$ cat config.mk
export PLATFORM = sky130hd
export DESIGN_NAME = pipelined_controller_flat
export DESIGN_NICKNAME = d
export VERILOG_FILES = /design/src/rtl/pipelined_controller_if.sv /design/src/rtl/pipelined_controller.sv /design/src/flat_wrapper.sv
export SDC_FILE = /design/constraint.sdc
export NUM_CORES = 1
export LEC_CHECK = 0
export ABC_AREA = 1
export ABC_CLOCK_PERIOD_IN_PS = 3980
export CORE_MARGIN = 2
export CORE_UTILIZATION = 44
export DETAILED_ROUTE_END_ITERATION = 8
export GPL_TIMING_DRIVEN = 0
export PLACE_DENSITY = 0.84
export SYNTH_ARGS = -nofsm -noshare
export SYNTH_HDL_FRONTEND = slang
export SYNTH_SLANG_ARGS = --single-unit
$ cat constraint.sdc
create_clock -name clk -period 3.98 [get_ports clk]
set_input_delay 0.796 -clock clk [delete_from_list [all_inputs] [get_ports clk]]
set_output_delay 0.796 -clock clk [all_outputs]
set_load 0.01 [all_outputs]
$ cat src/rtl/pipelined_controller_if.sv
// Control-side signal bundle between the pipeline datapath and pipelined_controller.
// FlushExe exists only when CTRL_FLUSH_EN is defined.
interface pipelined_controller_if;
    logic [31:0] InstrDec;
    logic [3:0]  ALUFlagsExe;
`ifdef CTRL_FLUSH_EN
    logic        FlushExe;
`endif
    logic [1:0]  RegSrcDec;
    logic [1:0]  ImmSrcDec;
    logic        ALUSrcExe;
    logic [1:0]  ALUControlExe;
    logic        MemWriteMem;
    logic        MemtoRegWri;
    logic        RegWriteWri;
    logic        PCSrcWri;
    logic [3:0]  FlagsOut;

    // Datapath side: supplies the instruction and ALU flags, consumes the controls.
    modport master (
        output InstrDec, ALUFlagsExe,
`ifdef CTRL_FLUSH_EN
        output FlushExe,
`endif
        input  RegSrcDec, ImmSrcDec, ALUSrcExe, ALUControlExe,
        input  MemWriteMem, MemtoRegWri, RegWriteWri, PCSrcWri, FlagsOut
    );

    modport slave (
        input  InstrDec, ALUFlagsExe,
`ifdef CTRL_FLUSH_EN
        input  FlushExe,
`endif
        output RegSrcDec, ImmSrcDec, ALUSrcExe, ALUControlExe,
        output MemWriteMem, MemtoRegWri, RegWriteWri, PCSrcWri, FlagsOut
    );
endinterface

$ cat src/rtl/pipelined_controller.sv
// Control unit for the five-stage ARM-subset pipeline: decode, condition check, NZCV flags.
// Optional macro CTRL_FLUSH_EN adds FlushExe, which loads an inert bubble into Execute.
module pipelined_controller #(
    parameter logic [3:0] RESET_FLAGS = 4'b0000
) (
    input logic             clk,
    input logic             reset,
    pipelined_controller_if.slave bus
);

    typedef struct packed {
        logic [3:0] cond;
        logic [1:0] flagwrite;
        logic       pcs;
        logic       regwrite;
        logic       memwrite;
        logic       memtoreg;
        logic       alusrc;
        logic [1:0] aluctl;
    } de_t;

    typedef struct packed {
        logic pcs;
        logic regwrite;
        logic memwrite;
        logic memtoreg;
    } em_t;

    typedef struct packed {
        logic pcs;
        logic regwrite;
        logic memtoreg;
    } mw_t;

    logic [1:0] op;
    logic [5:0] funct;
    logic [3:0] rd;
    logic [3:0] cmd;
    logic       branch;
    logic       s_bit;
    logic       arith;
    de_t        dec;
    de_t        de_q;
    em_t        em_q;
    mw_t        mw_q;
    logic [3:0] flags_q;
    logic       condex;

    assign op    = bus.InstrDec[27:26];
    assign funct = bus.InstrDec[25:20];
    assign rd    = bus.InstrDec[15:12];
    assign cmd   = funct[4:1];

    always_comb begin
        dec           = '0;
        dec.cond      = bus.InstrDec[31:28];
        bus.RegSrcDec = 2'b00;
        bus.ImmSrcDec = 2'b00;
        branch        = 1'b0;
        s_bit         = 1'b0;
        arith         = 1'b0;
        case (op)
            2'b00: begin
                dec.alusrc = funct[5];
                s_bit      = funct[0];
                case (cmd)
                    4'b0000: begin dec.aluctl = 2'b10; dec.regwrite = 1'b1; end
                    4'b0010: begin dec.aluctl = 2'b01; dec.regwrite = 1'b1; arith = 1'b1; end
                    4'b0100: begin dec.aluctl = 2'b00; dec.regwrite = 1'b1; arith = 1'b1; end
                    4'b1100: begin dec.aluctl = 2'b11; dec.regwrite = 1'b1; end
                    4'b1010: begin dec.aluctl = 2'b01; s_bit = 1'b1; arith = 1'b1; end
                    // Unsupported commands are NOPs, including their S bit.
                    default: s_bit = 1'b0;
                endcase
            end
            2'b01: begin
                dec.alusrc    = 1'b1;
                bus.ImmSrcDec = 2'b01;
                dec.aluctl    = funct[3] ? 2'b00 : 2'b01;
                if (funct[0]) begin
                    dec.regwrite = 1'b1;
                    dec.memtoreg = 1'b1;
                end else begin
                    dec.memwrite  = 1'b1;
                    bus.RegSrcDec = 2'b10;
                end
            end
            2'b10: begin
                branch        = 1'b1;
                dec.alusrc    = 1'b1;
                bus.ImmSrcDec = 2'b10;
                bus.RegSrcDec = 2'b01;
            end
            default: ;
        endcase
        dec.flagwrite = {s_bit, s_bit & arith};
        dec.pcs       = branch | (dec.regwrite & (rd == 4'hF));
    end

    // Flags are read from the register, so a setter still in Execute is not visible here.
    always_comb begin
        condex = 1'b0;
        case (de_q.cond)
            4'b0000: condex = flags_q[2];
            4'b0001: condex = ~flags_q[2];
            4'b0010: condex = flags_q[1];
            4'b0011: condex = ~flags_q[1];
            4'b0100: condex = flags_q[3];
            4'b0101: condex = ~flags_q[3];
            4'b0110: condex = flags_q[0];
            4'b0111: condex = ~flags_q[0];
            4'b1000: condex = flags_q[1] & ~flags_q[2];
            4'b1001: condex = ~flags_q[1] | flags_q[2];
            4'b1010: condex = (flags_q[3] == flags_q[0]);
            4'b1011: condex = (flags_q[3] != flags_q[0]);
            4'b1100: condex = ~flags_q[2] & (flags_q[3] == flags_q[0]);
            4'b1101: condex = flags_q[2] | (flags_q[3] != flags_q[0]);
            4'b1110: condex = 1'b1;
            default: condex = 1'b0;
        endcase
    end

    always_ff @(posedge clk or posedge reset) begin
        if (reset) begin
            de_q <= '0;
`ifdef CTRL_FLUSH_EN
        end else if (bus.FlushExe) begin
            de_q      <= '0;
            de_q.cond <= 4'b1110;
`endif
        end else begin
            de_q <= dec;
        end
    end

    always_ff @(posedge clk or posedge reset) begin
        if (reset) begin
            em_q    <= '0;
            mw_q    <= '0;
            flags_q <= RESET_FLAGS;
        end else begin
            em_q.pcs      <= de_q.pcs & condex;
            em_q.regwrite <= de_q.regwrite & condex;
            em_q.memwrite <= de_q.memwrite & condex;
            em_q.memtoreg <= de_q.memtoreg;
            mw_q.pcs      <= em_q.pcs;
            mw_q.regwrite <= em_q.regwrite;
            mw_q.memtoreg <= em_q.memtoreg;
            if (de_q.flagwrite[1] & condex) flags_q[3:2] <= bus.ALUFlagsExe[3:2];
            if (de_q.flagwrite[0] & condex) flags_q[1:0] <= bus.ALUFlagsExe[1:0];
        end
    end

    assign bus.ALUSrcExe     = de_q.alusrc;
    assign bus.ALUControlExe = de_q.aluctl;
    assign bus.MemWriteMem   = em_q.memwrite;
    assign bus.MemtoRegWri   = mw_q.memtoreg;
    assign bus.RegWriteWri   = mw_q.regwrite;
    assign bus.PCSrcWri      = mw_q.pcs;
    assign bus.FlagsOut      = flags_q;

endmodule

$ cat src/flat_wrapper.sv
// flat-port wrapper written by rule: the top's interface ports become plain ports
module pipelined_controller_flat 
#(
    parameter logic [3:0] RESET_FLAGS = 4'b0000
)
  (clk, reset, bus_InstrDec, bus_ALUFlagsExe, bus_RegSrcDec, bus_ImmSrcDec, bus_ALUSrcExe, bus_ALUControlExe, bus_MemWriteMem, bus_MemtoRegWri, bus_RegWriteWri, bus_PCSrcWri, bus_FlagsOut);
  pipelined_controller_if bus_i ();
  input logic clk;
  input logic reset;
  input wire logic [$bits(bus_i.InstrDec)-1:0] bus_InstrDec;
  input wire logic [$bits(bus_i.ALUFlagsExe)-1:0] bus_ALUFlagsExe;
  output wire logic [$bits(bus_i.RegSrcDec)-1:0] bus_RegSrcDec;
  output wire logic [$bits(bus_i.ImmSrcDec)-1:0] bus_ImmSrcDec;
  output wire logic [$bits(bus_i.ALUSrcExe)-1:0] bus_ALUSrcExe;
  output wire logic [$bits(bus_i.ALUControlExe)-1:0] bus_ALUControlExe;
  output wire logic [$bits(bus_i.MemWriteMem)-1:0] bus_MemWriteMem;
  output wire logic [$bits(bus_i.MemtoRegWri)-1:0] bus_MemtoRegWri;
  output wire logic [$bits(bus_i.RegWriteWri)-1:0] bus_RegWriteWri;
  output wire logic [$bits(bus_i.PCSrcWri)-1:0] bus_PCSrcWri;
  output wire logic [$bits(bus_i.FlagsOut)-1:0] bus_FlagsOut;
  assign bus_i.InstrDec = bus_InstrDec;
  assign bus_i.ALUFlagsExe = bus_ALUFlagsExe;
  assign bus_RegSrcDec = bus_i.RegSrcDec;
  assign bus_ImmSrcDec = bus_i.ImmSrcDec;
  assign bus_ALUSrcExe = bus_i.ALUSrcExe;
  assign bus_ALUControlExe = bus_i.ALUControlExe;
  assign bus_MemWriteMem = bus_i.MemWriteMem;
  assign bus_MemtoRegWri = bus_i.MemtoRegWri;
  assign bus_RegWriteWri = bus_i.RegWriteWri;
  assign bus_PCSrcWri = bus_i.PCSrcWri;
  assign bus_FlagsOut = bus_i.FlagsOut;
  pipelined_controller #(.RESET_FLAGS(RESET_FLAGS)) u_core (.clk(clk), .reset(reset), .bus(bus_i));
endmodule
==> results of run 1 <==
-- state kept, by name, summed over array words and instances, names as in the netlist --
signal                    count
u_core.bus.ALUControlExe      2
u_core.bus.ALUSrcExe          1
u_core.bus.FlagsOut           4
u_core.bus.MemWriteMem        1
u_core.bus.MemtoRegWri        1
u_core.bus.PCSrcWri           1
u_core.bus.RegWriteWri        1
u_core.de_q                  10
u_core.em_q                   3
-- final cells by class --
cell class	count	area (µm²)
tap	30	37.5
buffer	5	35.0
fill	211	891
sequential	24	601
clock buffer	4	36.3
multi-input combinational	86	445
timing repair buffer	36	360
inverter	25	93.8
-- stage by stage --
| step | power [mW] | hold WS [ps] |
|---|---|---|
| 4_1_cts | 0.654 | 367 |
| 3_3_place_gp | 0.518 | 333 |
| 3_5_place_dp | 0.530 | 339 |
| 5_1_grt | 0.690 | 384 |
| 6_report | 0.647 | 365 |
| 2_1_floorplan | 0.428 | 331 |
-- metal layers --
metal  up-vias  wire [µm]  global-route usage
li1        503          -                   -
met1       468        820               0.157
met2        33       1220               0.296
met3         8        163              0.0233
met4         0         87               0.164
met5         -          0                   0
-- cells by family (layout without fill, tap and decap cells) --
logic type | count (synthesis) | count (layout) | share of synthesized area
simple gates | 74 | 74 | 0.289
buf+inv | 30 | 70 | 0.110
flops | 24 | 24 | 0.511
compound gates | 8 | 8 | 0.0479
fa+ha+maj | 4 | 4 | 0.0426
-- synth_stat cells --
cell type   n
nand2_1    37
dfrtp_1    24
inv_1      20
nand3_1    17
nor2_1     11
buf_4       4
ha_1        4
nand2_2     4
clkinv_1    3
inv_2       2
o21ai_0     2
a21boi_2    1
a21oi_1     1
a21oi_2     1
a31o_2      1
and3_1      1
buf_2       1
nand3_4     1
nand3b_1    1
nor2_4      1
o21a_1      1
o21ai_1     1
or2_2       1
-- power by group through the flow --
stage | clock (mW) | sequential, mW | combinational (mW)
after global placement | 0 | 0.306 | 0.212
after floorplan | 0 | 0.313 | 0.116
after CTS | 0.128 | 0.303 | 0.222
after global routing | 0.134 | 0.309 | 0.247
after detailed placement | 0 | 0.308 | 0.222
final | 0.124 | 0.303 | 0.219
-- path summary, 6_finish.rpt --
kind / slack [ps] / endpoint / from
worst max-delay path: 800 / bus_RegSrcDec[1] / bus_InstrDec[26]
worst min register to register: 360 / u_core.bus.PCSrcWri / u_core.em_q[3]
min in group asynchronous: 940 / u_core.de_q[3] / reset
max in group asynchronous: 2530 / u_core.bus.ALUControlExe[1] / reset
worst max register to register: 2550 / u_core.bus.FlagsOut[2] / u_core.de_q[9]
worst min-delay path: 360 / u_core.bus.PCSrcWri / u_core.em_q[3]
-- worst register-to-register path: cells and delay by family (launching register included) --
kind / cells / cell delay [ps]
AND/OR/NAND/NOR: 9 / 730
buffers and inverters: 2 / 230
flip-flops: 1 / 370
==> results.txt, run 1 <==
* Result of the run: finished, final reports clean
- Summed area of non-filler cells in the final layout: about 1600 µm²
- The number of global-route vias before repair is approximately 1100.
- The number of placed instances, taps included, is approximately 200.
* Switch share: 0.322
* Combinational power share: 0.339
* Type of origin of the critical path: primary input
* Synthesized flop and latch total: 24
- Yosys attributes the largest share of cell area to dfrtp_1 51%, nand2_1 12%, nand3_1 7.2%.
- Final cell utilization of the core: 0.644
- For this run, the total global-route usage over all layers was measured as 0.165.
- Portion of the post-synthesis area used by sequential elements: 0.511
- Distinct cell type count after synthesis: 23
- I/O pin total: 53
- Clock root cell: clkbuf_4
- In this run the power spent charging and discharging nets is about 0.21 mW.
- Summing over every cut layer, the via total after detailed routing is approximately 1000.
* Die Area: between 3000 and 4000 µm²
- For this configuration, the core starts out at a cell density of 0.470.
* RSZ-0062 raised after global routing: no
- Total power density per cell area: 402 nW/µm²
* Antenna violations before repair: 0
* Number of antenna repair diodes: 0
- ANT nets after route: 0
* Mean post-synth cell area: between 8 and 9 µm²
- Largest driver fanout on the critical path: 3
* Total of buffers placed on input and output ports: 36
* Series of cell instances along the critical path: clkdlybuf4s50_1 -> ha_1 -> inv_1 -> nor2_1 -> buf_4 -> clkdlybuf4s50_1
- The largest single stage delay on the critical path is around 530 ps.
- The cell count after synthesis came out at 140.
* Tcrit/Tclk final: 0.798
- From synthesis to final layout, the design area changed by 37.0%.
- HPWL after detailed placement: between 1500 and 2000 µm
- Wire per inst: 10.9 µm
- The first global-routing pass estimated around 4000 µm of wire.
- Subtracting the final worst setup slack from the clock period gives roughly 3200 ps.
- Max-Cap Viols: 0
- From left edge to right edge, the die measures about 56 µm.
* Transition time of the tightest slew-check pin: roughly 840 ps
- Cell depth of the worst hold path: 0
- Pin count of the biggest net entering global routing: 25
* Sequential power share: 0.468
- Worst supply voltage drop on vdd: approximately 250 µV
* Final Instance Count excl. Fillers: 210
- TritonCTS created 3 clock buffers.
* Final global-route overflow total: 0
- Largest delay contributor family on the critical path: buffers and inverters
- Worst setup slack after layout: approximately 800 ps
* Net count after synthesis: around 180
* Class of the worst hold path: register to register
* Dominant cell type by count on the critical path: clkdlybuf4s50_1
- Portion of synthesized cell area occupied by the leading cell type: 0.511
* DRC marker count from the first detailed-route iteration: 14
* Proportion of power drawn by the clock network: 0.192
* Commonest non-fill, non-tap cells in the layout: 37 x nand2_1, 36 x clkdlybuf4s50_1, 24 x dfrtp_1, 20 x inv_1, 17 x nand3_1
* Critical path arrival: 2380 ps
- Together, buffers and inverters on the worst path number 4.
* Number of buffers added for setup after CTS: 0
* Cell internal pwr: about 0.44 mW
- Once the clock tree was built, the resizer swapped 0 gates to a different size.
* GPL Wtd Cong: between 0.9 and 1
- The max-slew violation count was 0.
* Hold Buf Count CTS: 0
* Crit. path cell count: 6
- Counting along the longest clock path gives a buffer depth of 2.
- Hold Violations, Final: 0
- Worst setup path category: primary input to primary output
* Num Clock Sinks: 24
- The die is around 56 µm tall.
- Proportion of layout cells with a drive suffix above 1: 0.117
- Worst path slowest cell: clkdlybuf4s50_1
* Clock input transition at the sequential cells of the worst setup and hold paths: between 100 and 150 ps
* Pre-CTS worst setup slack: 822 ps
- Across the routed clock network, the largest skew measured is about 1.2 ps.
* Net count, final: 223
- Count of H-tree levels built during CTS: 1
- In this run the standard cell core region covers between 2000 and 2500 µm².
* Area after detailed placement: around 1600 µm²
* Most common cell after layout, fill and taps aside: nand2_1
- The initialized floorplan defines 18 standard-cell rows.
- Max-slew headroom at the worst pin: 0.442
- After detailed routing, the total wire length is ~2300 µm.
- Derived from the worst setup path, the maximum achievable clock frequency is around 310 MHz.
- Post-synthesis cell type with the largest combined area: dfrtp_1
- Residual DRC count: 0
- Summed over all cells, the static leakage comes to between 0.8 and 0.9 nW.
- Yosys printed 0 warnings.
- STA classifies the critical path endpoint as a primary output.
- Sum of negative setup slack: 0 ps
- Clock latency on the worst-skew pair, taken at its later pin, is just over 300 ps.
* Summed instance area of the synthesized netlist: 1170 µm²
- TritonCTS built the clock tree.
- Measured in cells, the most critical reg-to-reg path has a length of 11.
- Required time of the critical path: ~3200 ps
- Setup violations remaining at the end of the flow were counted as 0.
- Vias per std cell: between 4 and 5
- First-pass iteration count of the detailed router: 4
Note: power is estimated with default switching activity, not from simulation.
==> run 2: changes to the inputs <==
- ABC_CLOCK_PERIOD_IN_PS: 3980 -> 3180
- CORE_UTILIZATION: 44 -> 41
- PLACE_DENSITY: 0.84 -> 0.79
- clock period: 3.98 -> 3.18 ns (I/O delays scaled with it)
==> run 2 against run 1 <==
- worst hold slack worse by 2.0 ps
- largest power group unchanged
- utilization down 4.9 points
- register-to-register slack lost 800 ps
==> results.txt, run 2 (synthesis gave the netlist of run 1 again) <==
- Leaving out fill and tap cells, the most frequent cell in the layout is nand2_1.
* Vias per std cell: 4.72 (-2.1%)
* Net count, final: 223 (unchanged)
* Residual DRC count: 0 (unchanged)
- Met2 WL post-DR: 1260 µm (+3.0%)
* Required time of the critical path: 2540 ps (-640 ps)
- The fraction of layout cells with a size suffix above 1 came to 0.117 (unchanged).
* HPWL after detailed placement: 1850 µm (-3.8%)
* Final global-route overflow total: 0 (unchanged)
- The effective utilization at floorplan was 0.430 (-0.0402).
* RSZ-0062 raised after global routing: no
* Number of buffers added for setup after CTS: 0 (unchanged)
- The cell depth of the worst flop-to-flop path is 10 (-1).
- The number of top-level design ports came to 53 (unchanged).
* Total routing usage reported by global routing: 0.149 (-0.0164)
- Tcrit/Tclk final: 0.890
- Max-Cap Viols: 0 (unchanged)
* Proportion of power drawn by the clock network: 0.249 (+0.057)
* Power spent charging and discharging nets: 0.264 mW (+27%)
- Detailed-route via count: 995 (-1.7%)
* Achievable frequency: around 350 MHz
- Total of buffers placed on input and output ports: 36 (unchanged)
* Wire length of the first global-routing pass: 3820 µm (-5.1%)
* Leakage power: 0.862 nW (+0.81%)
- The final hold violation count came to 0 (unchanged).
* Total design power: 0.870 mW (+35%)
- TritonCTS built the clock tree.
- The TritonCTS sink count came to 24 (unchanged).
- Die Area: 3310 µm² (+6.8%)
- Transition time of the tightest slew-check pin: 855 ps (+19.0 ps)
- The number of buffers inserted for hold repair after clock tree synthesis came to 0 (unchanged).
- Number of core rows: 19 (+1)
- Slowest Stage Delay on Critical Path: 520 ps (about the same)
- Setup slack of the worst register-to-register path: 1750 ps (-800 ps)
- The standard cell core area is 2730 µm² (+9.4%).
* Class of the worst hold path: register to register
- In the layout the commonest cells are 37 x nand2_1, 36 x clkdlybuf4s50_1, 24 x dfrtp_1, 20 x inv_1, 17 x nand3_1.
* Reg with most FFs: u_core.de_q
- ANT nets after route: 0 (unchanged)
* Die height: 57.5 µm (+3.3%)
- The most critical setup path has its startpoint at bus_InstrDec[27].
* Worst supply voltage drop on vdd: 309 µV (+23%)
- Crit path capture type: primary output
- Reg-to-reg critical path endpoint: u_core.bus.FlagsOut[2]
- The highest metal layer carrying signal wires in the routed design is met4.
* GPL Wtd Cong: 0.816 (-10%)
- The number of global-route vias before repair was 1003 (-6.4%).
- Largest driver fanout on the critical path: 3 (unchanged)
- Total of endpoints with negative setup slack in the final report: 0 (unchanged)
* Antenna violations before repair: 0 (unchanged)
* Largest register FFs: 10 (unchanged)
* Clock period minus final worst setup slack: around 2800 ps
- Following the worst setup path forward leads to its endpoint at bus_RegSrcDec[1].
* Launch point of the worst reg-to-reg path: u_core.de_q[12]
- The buffer depth of the longest clock path is 2 (unchanged).
- The per-cell routed wire length is 10.8 µm (-0.91%).
- Clock input transition at the sequential cells of the worst setup and hold paths: 130 ps (about the same)
* Final WL: 2290 µm (-0.44%)
* Number of antenna repair diodes: 0 (unchanged)
* CTS Buf Count: 3 (unchanged)
* First-pass iteration count of the detailed router: 4 (unchanged)
- The final worst clock skew is 7.58 ps (+6.38 ps).
- The max-slew headroom at the worst pin is 0.429 (-0.0127).
* Total power density per cell area: 535 nW/µm² (+33%)
- Clock root cell: clkbuf_4
* Combinational power share: 0.317 (-0.022)
- Clock network latency to the later pin of the worst-skew pair: 310 ps (about the same)
* Pin count of the biggest net entering global routing: 25 (unchanged)
- Wire length the detailed router placed on met1: 815 µm (-0.61%)
- The max-slew violation count came to 0 (unchanged).
- Count of H-tree levels built during CTS: 1 (unchanged)
* Metal3 WL: 191 µm (+17%)
* Type of origin of the critical path: primary input
- The violation count after the first detailed-route iteration is 14 (unchanged).
- Area grow syn2layout: 38.4%
- The sum of negative setup slack came to 0 ps (unchanged).
- The largest individual stage delay along the critical path comes from the cell clkdlybuf4s50_1.
- The chip width is 57.5 µm (+3.3%).
* Sequential power share: 0.434 (-0.034)
- By startpoint and endpoint, the worst setup path is classified as primary input to primary output.
- Critical path arrival: 2200 ps (-180 ps)
* Result of the run: finished, final reports clean
- The internal power summed over all cells came to 0.607 mW (+38%).
* Post-CTS resize count: 0 (unchanged)
- Traced cell by cell, the critical path runs through clkdlybuf4s50_1 -> inv_1 -> ha_1 -> inv_1 -> nor2_1 -> buf_4 -> clkdlybuf4s50_1.
* Switch share: 0.303 (-0.0190)
-- run 2: changes by cell type in the layout (fill, tap and decap cells not counted) --
cell	delta
bufinv_16	+1
clkbuf_8	-1
-- run 2: cell type report --
class	count	area (µm²)
Fill cell	244	1110
Buffer	5	35.0
Tap cell	31	38.8
Multi-Input combinational cell	86	445
Inverter	25	93.8
Clock buffer	3	22.5
Sequential cell	24	601
Clock inverter	1	30.0
Timing Repair Buffer	36	360
-- run 2: power by group through the flow --
stage               sequential (mW)  combinational [mW]  clock (mW)
global route                  0.386               0.305       0.231
floorplan                     0.391               0.145           0
finish                        0.378               0.275       0.217
global placement              0.383               0.266           0
detailed placement            0.384               0.276           0
CTS                           0.378               0.277       0.220
-- run 2: how the worst min path moves through the flow --
stage,startpoint,endpoint,depth (start not counted)
after floorplan,u_core.em_q[0],u_core.bus.MemtoRegWri,0
after global placement,u_core.em_q[0],u_core.bus.MemtoRegWri,0
after detailed placement,u_core.em_q[3],u_core.bus.PCSrcWri,0
after CTS,u_core.em_q[3],u_core.bus.PCSrcWri,0
after global routing,u_core.de_q[3],u_core.em_q[0],0
final,u_core.em_q[2],u_core.bus.RegWriteWri,0
-- run 2: worst max-delay path, delay by kind of cell --
family	cells	cell delay (ps)
simple gates	1	120
buf+inv	5	1260
fa+ha+maj	1	190
-- run 2: metal layers --
layer  vias to the layer above  global-route usage
met5                         -                   0
met4                         0              0.0532
met3                         2              0.0431
met2                        35               0.287
met1                       455               0.149
li1                        503                   -
-- run 2: stage by stage --
stage	std cells	util	hold WS [ps]	setup WS, ps	area [µm²]
finish	211	0.595	363	349	1630
global route	211	0.595	372	258	1630
CTS	211	0.595	364	341	1630
detailed placement	207	0.576	335	359	1570
global placement	207	0.576	332	363	1570
floorplan	140	-	331	1340	1170
